## config.mk

```make
export PLATFORM = sky130hd
export DESIGN_NAME = inv_key_expansion
export DESIGN_NICKNAME = d
export VERILOG_FILES = /design/src/rtl/inv_key_expansion.sv
export SDC_FILE = /design/constraint.sdc
export NUM_CORES = 1
export LEC_CHECK = 0
export BUFFER_PORTS_ARGS = -buffer_cell sky130_fd_sc_hd__buf_4
export CAP_MARGIN = 15
export CORE_UTILIZATION = 40
export CTS_CLUSTER_SIZE = 28
export DETAILED_ROUTE_END_ITERATION = 10
export MAX_ROUTING_LAYER = met4
export PLACE_DENSITY = 0.68
export SLEW_MARGIN = 20
export SYNTH_ARGS = -nofsm -noshare
export SYNTH_HDL_FRONTEND = slang
export SYNTH_SLANG_ARGS = --single-unit
```

## constraint.sdc

```tcl
create_clock -name clk -period 6 [get_ports clk]
set_input_delay 0.9 -clock clk [delete_from_list [all_inputs] [get_ports clk]]
set_output_delay 0.9 -clock clk [all_outputs]
set_load 0.01 [all_outputs]
```

## src/rtl/inv_key_expansion.sv

```systemverilog
// inv_key_expansion: AES-128 round keys 10..0 with valid/next handshake.
// Define INV_KE_FWD_PRECOMPUTE_EN to load the cipher key and derive round 10 internally.
module inv_key_expansion #(
  parameter int DATA_WIDTH = 32
) (
  input  logic                  clk,
  input  logic                  rst_n,
  input  logic                  start_in,
  input  logic [DATA_WIDTH-1:0] key_in_0,
  input  logic [DATA_WIDTH-1:0] key_in_1,
  input  logic [DATA_WIDTH-1:0] key_in_2,
  input  logic [DATA_WIDTH-1:0] key_in_3,
  input  logic                  next_in,
  output logic [DATA_WIDTH-1:0] rk_out_0,
  output logic [DATA_WIDTH-1:0] rk_out_1,
  output logic [DATA_WIDTH-1:0] rk_out_2,
  output logic [DATA_WIDTH-1:0] rk_out_3,
  output logic [3:0]            round_out,
  output logic                  rk_valid_out,
  output logic                  busy_out,
  output logic                  done_out
);
  typedef enum logic [1:0] {IDLE, FWD, OUT} state_t;
  localparam logic [7:0] SBOX [256] = '{
    8'h63,8'h7c,8'h77,8'h7b,8'hf2,8'h6b,8'h6f,8'hc5,8'h30,8'h01,8'h67,8'h2b,8'hfe,8'hd7,8'hab,8'h76,
    8'hca,8'h82,8'hc9,8'h7d,8'hfa,8'h59,8'h47,8'hf0,8'had,8'hd4,8'ha2,8'haf,8'h9c,8'ha4,8'h72,8'hc0,
    8'hb7,8'hfd,8'h93,8'h26,8'h36,8'h3f,8'hf7,8'hcc,8'h34,8'ha5,8'he5,8'hf1,8'h71,8'hd8,8'h31,8'h15,
    8'h04,8'hc7,8'h23,8'hc3,8'h18,8'h96,8'h05,8'h9a,8'h07,8'h12,8'h80,8'he2,8'heb,8'h27,8'hb2,8'h75,
    8'h09,8'h83,8'h2c,8'h1a,8'h1b,8'h6e,8'h5a,8'ha0,8'h52,8'h3b,8'hd6,8'hb3,8'h29,8'he3,8'h2f,8'h84,
    8'h53,8'hd1,8'h00,8'hed,8'h20,8'hfc,8'hb1,8'h5b,8'h6a,8'hcb,8'hbe,8'h39,8'h4a,8'h4c,8'h58,8'hcf,
    8'hd0,8'hef,8'haa,8'hfb,8'h43,8'h4d,8'h33,8'h85,8'h45,8'hf9,8'h02,8'h7f,8'h50,8'h3c,8'h9f,8'ha8,
    8'h51,8'ha3,8'h40,8'h8f,8'h92,8'h9d,8'h38,8'hf5,8'hbc,8'hb6,8'hda,8'h21,8'h10,8'hff,8'hf3,8'hd2,
    8'hcd,8'h0c,8'h13,8'hec,8'h5f,8'h97,8'h44,8'h17,8'hc4,8'ha7,8'h7e,8'h3d,8'h64,8'h5d,8'h19,8'h73,
    8'h60,8'h81,8'h4f,8'hdc,8'h22,8'h2a,8'h90,8'h88,8'h46,8'hee,8'hb8,8'h14,8'hde,8'h5e,8'h0b,8'hdb,
    8'he0,8'h32,8'h3a,8'h0a,8'h49,8'h06,8'h24,8'h5c,8'hc2,8'hd3,8'hac,8'h62,8'h91,8'h95,8'he4,8'h79,
    8'he7,8'hc8,8'h37,8'h6d,8'h8d,8'hd5,8'h4e,8'ha9,8'h6c,8'h56,8'hf4,8'hea,8'h65,8'h7a,8'hae,8'h08,
    8'hba,8'h78,8'h25,8'h2e,8'h1c,8'ha6,8'hb4,8'hc6,8'he8,8'hdd,8'h74,8'h1f,8'h4b,8'hbd,8'h8b,8'h8a,
    8'h70,8'h3e,8'hb5,8'h66,8'h48,8'h03,8'hf6,8'h0e,8'h61,8'h35,8'h57,8'hb9,8'h86,8'hc1,8'h1d,8'h9e,
    8'he1,8'hf8,8'h98,8'h11,8'h69,8'hd9,8'h8e,8'h94,8'h9b,8'h1e,8'h87,8'he9,8'hce,8'h55,8'h28,8'hdf,
    8'h8c,8'ha1,8'h89,8'h0d,8'hbf,8'he6,8'h42,8'h68,8'h41,8'h99,8'h2d,8'h0f,8'hb0,8'h54,8'hbb,8'h16
  };
  localparam logic [7:0] RCON [16] = '{
    8'h00,8'h01,8'h02,8'h04,8'h08,8'h10,8'h20,8'h40,8'h80,8'h1b,8'h36,8'h00,8'h00,8'h00,8'h00,8'h00
  };
  function automatic logic [31:0] sub_rot(input logic [31:0] w);
    logic [31:0] r;
    r = {w[23:0], w[31:24]};
    return {SBOX[r[31:24]], SBOX[r[23:16]], SBOX[r[15:8]], SBOX[r[7:0]]};
  endfunction
  state_t state_q, state_d;
  logic [DATA_WIDTH-1:0] w_q [4];
  logic [DATA_WIDTH-1:0] w_d [4];
  logic [3:0] round_q, round_d, rc_idx;
  logic valid_q, busy_q, done_q, done_d;
  logic [31:0] sb_in, t;
  logic [31:0] inv [4];
`ifdef INV_KE_FWD_PRECOMPUTE_EN
  logic [3:0] cnt_q, cnt_d;
  logic [31:0] fwd [4];
  // One S-box path serves both directions; FWD and OUT never overlap.
  assign sb_in  = state_q == FWD ? w_q[3] : w_q[3] ^ w_q[2];
  assign rc_idx = state_q == FWD ? cnt_q : round_q;
  assign fwd[0] = w_q[0] ^ t;
  assign fwd[1] = w_q[1] ^ fwd[0];
  assign fwd[2] = w_q[2] ^ fwd[1];
  assign fwd[3] = w_q[3] ^ fwd[2];
`else
  assign sb_in  = w_q[3] ^ w_q[2];
  assign rc_idx = round_q;
`endif
  assign t      = sub_rot(sb_in) ^ {RCON[rc_idx], 24'h0};
  assign inv[3] = w_q[3] ^ w_q[2];
  assign inv[2] = w_q[2] ^ w_q[1];
  assign inv[1] = w_q[1] ^ w_q[0];
  assign inv[0] = w_q[0] ^ t;
  always_comb begin
    state_d = state_q;
    w_d     = w_q;
    round_d = round_q;
    done_d  = 1'b0;
`ifdef INV_KE_FWD_PRECOMPUTE_EN
    cnt_d   = cnt_q;
`endif
    case (state_q)
      IDLE: if (start_in) begin
        w_d = '{key_in_0, key_in_1, key_in_2, key_in_3};
`ifdef INV_KE_FWD_PRECOMPUTE_EN
        state_d = FWD;
        cnt_d   = 4'd1;
`else
        state_d = OUT;
        round_d = 4'd10;
`endif
      end
`ifdef INV_KE_FWD_PRECOMPUTE_EN
      FWD: begin
        w_d   = fwd;
        cnt_d = cnt_q + 4'd1;
        if (cnt_q == 4'd10) begin
          state_d = OUT;
          round_d = 4'd10;
        end
      end
`endif
      OUT: if (next_in) begin
        if (round_q != 4'd0) begin
          w_d     = inv;
          round_d = round_q - 4'd1;
        end else begin
          state_d = IDLE;
          done_d  = 1'b1;
        end
      end
      default: state_d = IDLE;
    endcase
  end
  always_ff @(posedge clk or negedge rst_n) begin
    if (!rst_n) begin
      state_q <= IDLE;
      w_q     <= '{default: '0};
      round_q <= '0;
      valid_q <= 1'b0;
      busy_q  <= 1'b0;
      done_q  <= 1'b0;
`ifdef INV_KE_FWD_PRECOMPUTE_EN
      cnt_q   <= '0;
`endif
    end else begin
      state_q <= state_d;
      w_q     <= w_d;
      round_q <= round_d;
      valid_q <= state_d == OUT;
      busy_q  <= state_d != IDLE;
      done_q  <= done_d;
`ifdef INV_KE_FWD_PRECOMPUTE_EN
      cnt_q   <= cnt_d;
`endif
    end
  end
  assign rk_out_0     = w_q[0];
  assign rk_out_1     = w_q[1];
  assign rk_out_2     = w_q[2];
  assign rk_out_3     = w_q[3];
  assign round_out    = round_q;
  assign rk_valid_out = valid_q;
  assign busy_out     = busy_q;
  assign done_out     = done_q;
endmodule

```

======== After elaboration in Yosys (flattened, before gate mapping) ========
Memories as Yosys holds them, arrays and structs flattened.
Cells that the tools add are included.
cells by class
  reduce and logical (&&, ||, !) cells .... 5
  magnitude comparators ................... 5
  muxes and demuxes ....................... 25
  equality and inequality tests ........... 5
  $add $sub $neg .......................... 1
  bitwise gates (word level) .............. 10
operator list
  cell                                                                number
  128-bit two-way mux                                                 3
  128-bit case mux with 2 select lines                                1
  32-bit XOR                                                          5
  8-bit two-way mux                                                   10
  9-bit greater-or-equal comparator, second input constant            4
  8-bit inverter with 9-bit output                                    4
  4-bit two-way mux                                                   3
  4-bit case mux with 2 select lines                                  1
  2-bit two-way mux                                                   3
  2-bit inequality test, second input constant                        3
  5-bit greater-or-equal comparator, second input constant            1
  4-bit inverter with 5-bit output                                    1
  2-bit == test, second input constant                                2
  2-bit case mux with 2 select lines                                  1
  4-bit AND reduction                                                 1
  2-bit nonzero test                                                  2
  4-bit nonzero test                                                  1
  4-bit by 1-bit subtractor with 4-bit output, second input constant  1
  1-bit two-way mux                                                   3
  2-bit logical NOT                                                   1
storage, ports and cells
  memories ................................ 5
  logic and storage cells ................. 65
  memory bits (read-only) ................. 8320
  bits of input ports ..................... 132
  register bits after elaboration ......... 137
memories
  memory           depth  width  rd ports  clocked after Yosys merged registers in  write ports  line  RTL
  (no name shown)  256    8      1         0                                        0            48    return {SBOX[r[31:24]], SBOX[r[23:16]], SBOX[r[15:8]], SBOX[r[7:0]]};
  (no name shown)  256    8      1         0                                        0            48
  (no name shown)  256    8      1         0                                        0            48
  (no name shown)  256    8      1         0                                        0            48
  (no name shown)  16     8      1         0                                        0            71    assign t = sub_rot(sb_in) ^ {RCON[rc_idx], 24'h0};

======== Logic depth before layout (Yosys ltp) ========
  depth in word-level cells ............... 10
  gate-level depth with buffers ........... 15
  mapped depth without buffers ............ 12

======== Worst setup path after synthesis ========
No wires, ideal clock.
  path kind ............................... reg-to-reg
  from .................................... reg w_q, in the netlist rk_out_3[17]
  to ...................................... reg w_q, in the netlist rk_out_0[31]
  clock period less this slack ............ 3790 ps
  buffers on the path ..................... 3
  stages on the path, launching flop included .. 15
  data arrival time ....................... 3664 ps
  slack ................................... 2210 ps
  cell sequence ........................... dfrtp_1 -> xor2_2 -> clkbuf_1 -> clkbuf_1 -> ha_1 -> clkbuf_1 -> clkinv_1 -> nand2_1 -> a21oi_1 -> o311ai_1 -> a32oi_1 -> mux2i_1 -> or4b_1 -> mux2i_1 -> a221o_1
on the way
  longest elaborated chain between the ends .. 10
ends and longest elaborated chain
  item                                                    line  RTL
  start, declared                                         51    logic [DATA_WIDTH-1:0] w_q [4];
  start signal, assigned                                  130   w_q <= w_d;
  32-bit XOR                                              68    assign sb_in = w_q[3] ^ w_q[2];
  8-bit inverter with 9-bit output (implied by the code)  48
  memory 256 x 8 bit                                      --
  8-bit two-way mux (implied by the code) (2 in series)   48
  32-bit XOR                                              71
  32-bit XOR                                              75    assign inv[0] = w_q[0] ^ t;
  128-bit two-way mux                                     106   if (round_q != 4'd0) begin
  128-bit two-way mux                                     105   OUT: if (next_in) begin
  128-bit case mux with 2 select lines                    84    case (state_q)
Every way passes these cells. The select of a mux whose other input is x is not followed.
A chain may end at the register's enable or synchronous reset.

======== Worst setup path after layout ========
  from .................................... reg w_q, in the netlist rk_out_3[8]
  to ...................................... reg w_q, in the netlist rk_out_0[17]
Same word-level chain as after synthesis.

==> flow_metrics.env <==
export IMPL_period_needed_ns=4.49
export IMPL_cts_htree_levels=4
export IMPL_hold_class="input pin to async pin"
export IMPL_nets=3262
export IMPL_synth_edf_count=0
export IMPL_syn_num_nets=3203
export IMPL_tritoncts="yes"
export IMPL_synth_fa_ha_area_frac=0.0361
export IMPL_vias=27075
export IMPL_fmax_ghz=0.223
export IMPL_slew_violations=0
export IMPL_crit_buf_inv=4
export IMPL_avgViaCountPerCell=7.21
export IMPL_synthMuxAreaShare=0.0536
export IMPL_track_usage=0.422
export IMPL_ys_types=80
export IMPL_clk_pin_slew_worst_paths_ns=0.07
export IMPL_status="completed"
export IMPL_synthCells=3013
export IMPL_postCtsSetupRepairBufs=0
export IMPL_maxCapViolations=0
export IMPL_drive_above_1_share=0.156
export IMPL_critPathRequiredTime_ns=6.38
export IMPL_ys_top_cells_by_count="nor2_1 (398), nand2_1 (323), o21ai_0 (316)"
export IMPL_relSlewSlack=0.197
export IMPL_crit_arrival_ns=4.87
export IMPL_cp_cell_sequence="xor2_2 > buf_4 > inv_1 > buf_4 > ha_1 > inv_1 > nor2_1 > o21ai_0 > a311o_1 > nand3_1 > o41ai_1 > a31oi_1 > nor3_1 > a211oi_1"
export IMPL_antenna_found_initial=4
export IMPL_drtIter0Drc=4938
export IMPL_first_pass_iters=9
export IMPL_ys_flop_type="dfrtp_1"
export IMPL_end_kind="flop"
export IMPL_cts_hold_buf=0
export IMPL_ios=267
export IMPL_synthSimpleGateAreaFrac=0.246
export IMPL_skew_ns=0.0168
export IMPL_synthToLayoutAreaGrowth_pct=16.3
export IMPL_die_area_um2=51200
export IMPL_synth_compound_area_frac=0.390
export IMPL_coreArea_um2=49300
export IMPL_cts_sinks=137
export IMPL_cpPeakStageDelay_ns=0.59
export IMPL_port_buffers=266
export IMPL_cts_resized=0
export IMPL_cts_buffer_depth=2
export IMPL_drcViolationCount=0
export IMPL_synthTopCellsByArea="dfrtp_1 (17%), o21ai_0 (7.9%), nor2_1 (7.4%)"
export IMPL_tns_ns=0
export IMPL_period_share=0.749
export IMPL_setup_viol=0
export IMPL_grt_pass1_wl_um=160000
export IMPL_synth_top_family_by_area="compound AO/OA/AOI/OAI gates"
export IMPL_synth_seq_cells=137
export IMPL_synth_top_area_share=0.170
export IMPL_path_class="flop to flop"
export IMPL_cp_start_kind="flop"
export IMPL_path_delay_family="compound AO/OA/AOI/OAI gates"
export IMPL_grt_max_degree=88
export IMPL_clock_latency_ns=0.49
export IMPL_die_width_um=226
export IMPL_place_congestion=1.08
export IMPL_die_h_um=226
export IMPL_synth_xor_area_frac=0.0340
export IMPL_grt_pass1_vias=24648
export IMPL_drt_total_wl_um=108000
export IMPL_tightest_slew_ns=1.20
export IMPL_syn_cell_area_um2=20100
export IMPL_critical_path_slowest_cell="ha_1"
export IMPL_synth_yosys_seq_area_share=0.170
export IMPL_syn_area_per_cell_um2=6.68
export IMPL_yosysTopAreaCell="dfrtp_1"
export IMPL_yosysWarnings=0
export IMPL_hold_viol=0
export IMPL_hpwl_um=73400
export IMPL_rsz0062_at_grt="false"
export IMPL_grt_ovfl_total=0
export IMPL_async_reset_ff_frac=1.00
export IMPL_cts_root_buf="clkbuf_16"
export IMPL_drtAntennaViolNets=0
export IMPL_synth_most_common_cell="nor2_1"
export IMPL_row_count=81
export IMPL_cp_max_fo=25
export IMPL_start_util=0.408
export IMPL_wire_per_inst_um=28.7
export IMPL_cts_buffers=17
==> cells in the final DEF, fill, tap and decap left out, types with 10 or more instances in the layout <==
cell         n
xnor2_1     22
and3_1      21
clkbuf_16   17
o211ai_1    47
ha_1        58
a31oi_1     57
o311a_1     10
mux4_2      29
o31ai_1     15
nor2_1     397
mux2i_1     40
nand4_1     14
o22ai_1     41
nand2b_1    26
nor3_1     122
or3_1       26
dfrtp_1    137
o32ai_1     12
nand2_1    322
o21a_1      12
o221ai_1    19
a221oi_1    33
buf_4      360
a221o_1     14
xnor2_2     15
a21o_1      19
o21ai_0    316
a211oi_1    58
nor4_1      15
xor2_1      18
a21oi_1    261
a2111oi_0   22
o311ai_0    70
a311oi_1    50
inv_1       26
a22oi_1     31
a211o_1     12
o2111ai_1   15
and2_1      17
nand3_1    131
==> per-stage QoR <==
step | std cells | util | hold slack [ns] | setup slack (ns) | area, um2
6_report | 3753 | 0.475 | 0.363 | 1.51 | 23400
5_1_grt | 3753 | 0.475 | 0.401 | 1.49 | 23400
4_1_cts | 3749 | 0.475 | 0.361 | 1.75 | 23400
3_5_place_dp | 3717 | 0.463 | 0.513 | 1.77 | 22800
3_3_place_gp | 3717 | 0.463 | 0.507 | 1.81 | 22800
2_1_floorplan | 3013 | - | 0.542 | 2.21 | 20100
==> flip-flops by register name, indices dropped and copies added (netlist names) <==
name / count
done_out: 1
round_out: 4
rk_valid_out: 1
rk_out_3: 32
rk_out_1: 32
rk_out_2: 32
state_q: 2
busy_out: 1
rk_out_0: 32
==> layout make-up <==
type,count,area (um2)
clock buffer,19,443
antenna,4,10.0
multi-input combinational,2518,15600
clock inverter,13,120
tap,664,831
sequential,137,3430
fill,5122,25900
inverter,33,124
timing repair buffer,365,2790
==> logic make-up after synthesis <==
logic type               count (synthesis)
AO/OA/AOI/OAI                         1191
other                                    1
XOR/XNOR                                73
AND/OR/NAND/NOR                       1124
multiplexers                            71
adder cells (fa/ha/maj)                 58
flip-flops                             137
buffers and inverters                  358
==> worst reg2reg max path: stages (launching register included) <==
cell	delay, ns
dfrtp_1	0.43
xor2_2	0.18
buf_4	0.25
inv_1	0.35
buf_4	0.32
ha_1	0.59
inv_1	0.34
nor2_1	0.41
o21ai_0	0.19
a311o_1	0.41
nand3_1	0.09
o41ai_1	0.07
a31oi_1	0.44
nor3_1	0.09
a211oi_1	0.22
==> routing by layer <==
| metal | up-vias | wire (um) | global-route usage |
|---|---|---|---|
| li1 | 11542 | - | - |
| met1 | 12757 | 41100 | 0.537 |
| met2 | 2317 | 46400 | 0.614 |
| met3 | 459 | 14300 | 0.121 |
| met4 | 0 | 5860 | 0.193 |
| met5 | - | 0 | - |
==> worst paths after layout <==
kind | start | to | slack [ns] | depth (start not counted)
worst max-delay path | rk_out_3[8]$_DFFE_PN0P_ | rk_out_0[17]$_DFFE_PN0P_ | 1.51 | 14
worst min-delay path | rst_n | rk_out_1[23]$_DFFE_PN0P_ | 0.36 | 1
worst max register to register | rk_out_3[8]$_DFFE_PN0P_ | rk_out_0[17]$_DFFE_PN0P_ | 1.51 | 14
worst min register to register | rk_out_3[1]$_DFFE_PN0P_ | rk_out_3[1]$_DFFE_PN0P_ | 0.53 | 2
max in group asynchronous | rst_n | rk_out_0[14]$_DFFE_PN0P_ | 4.52 | 2
min in group clk | rk_out_3[1]$_DFFE_PN0P_ | rk_out_3[1]$_DFFE_PN0P_ | 0.53 | 2
Power is not shown: default switching activity piles up to over one toggle a cycle in this logic, so the estimate is an artifact.
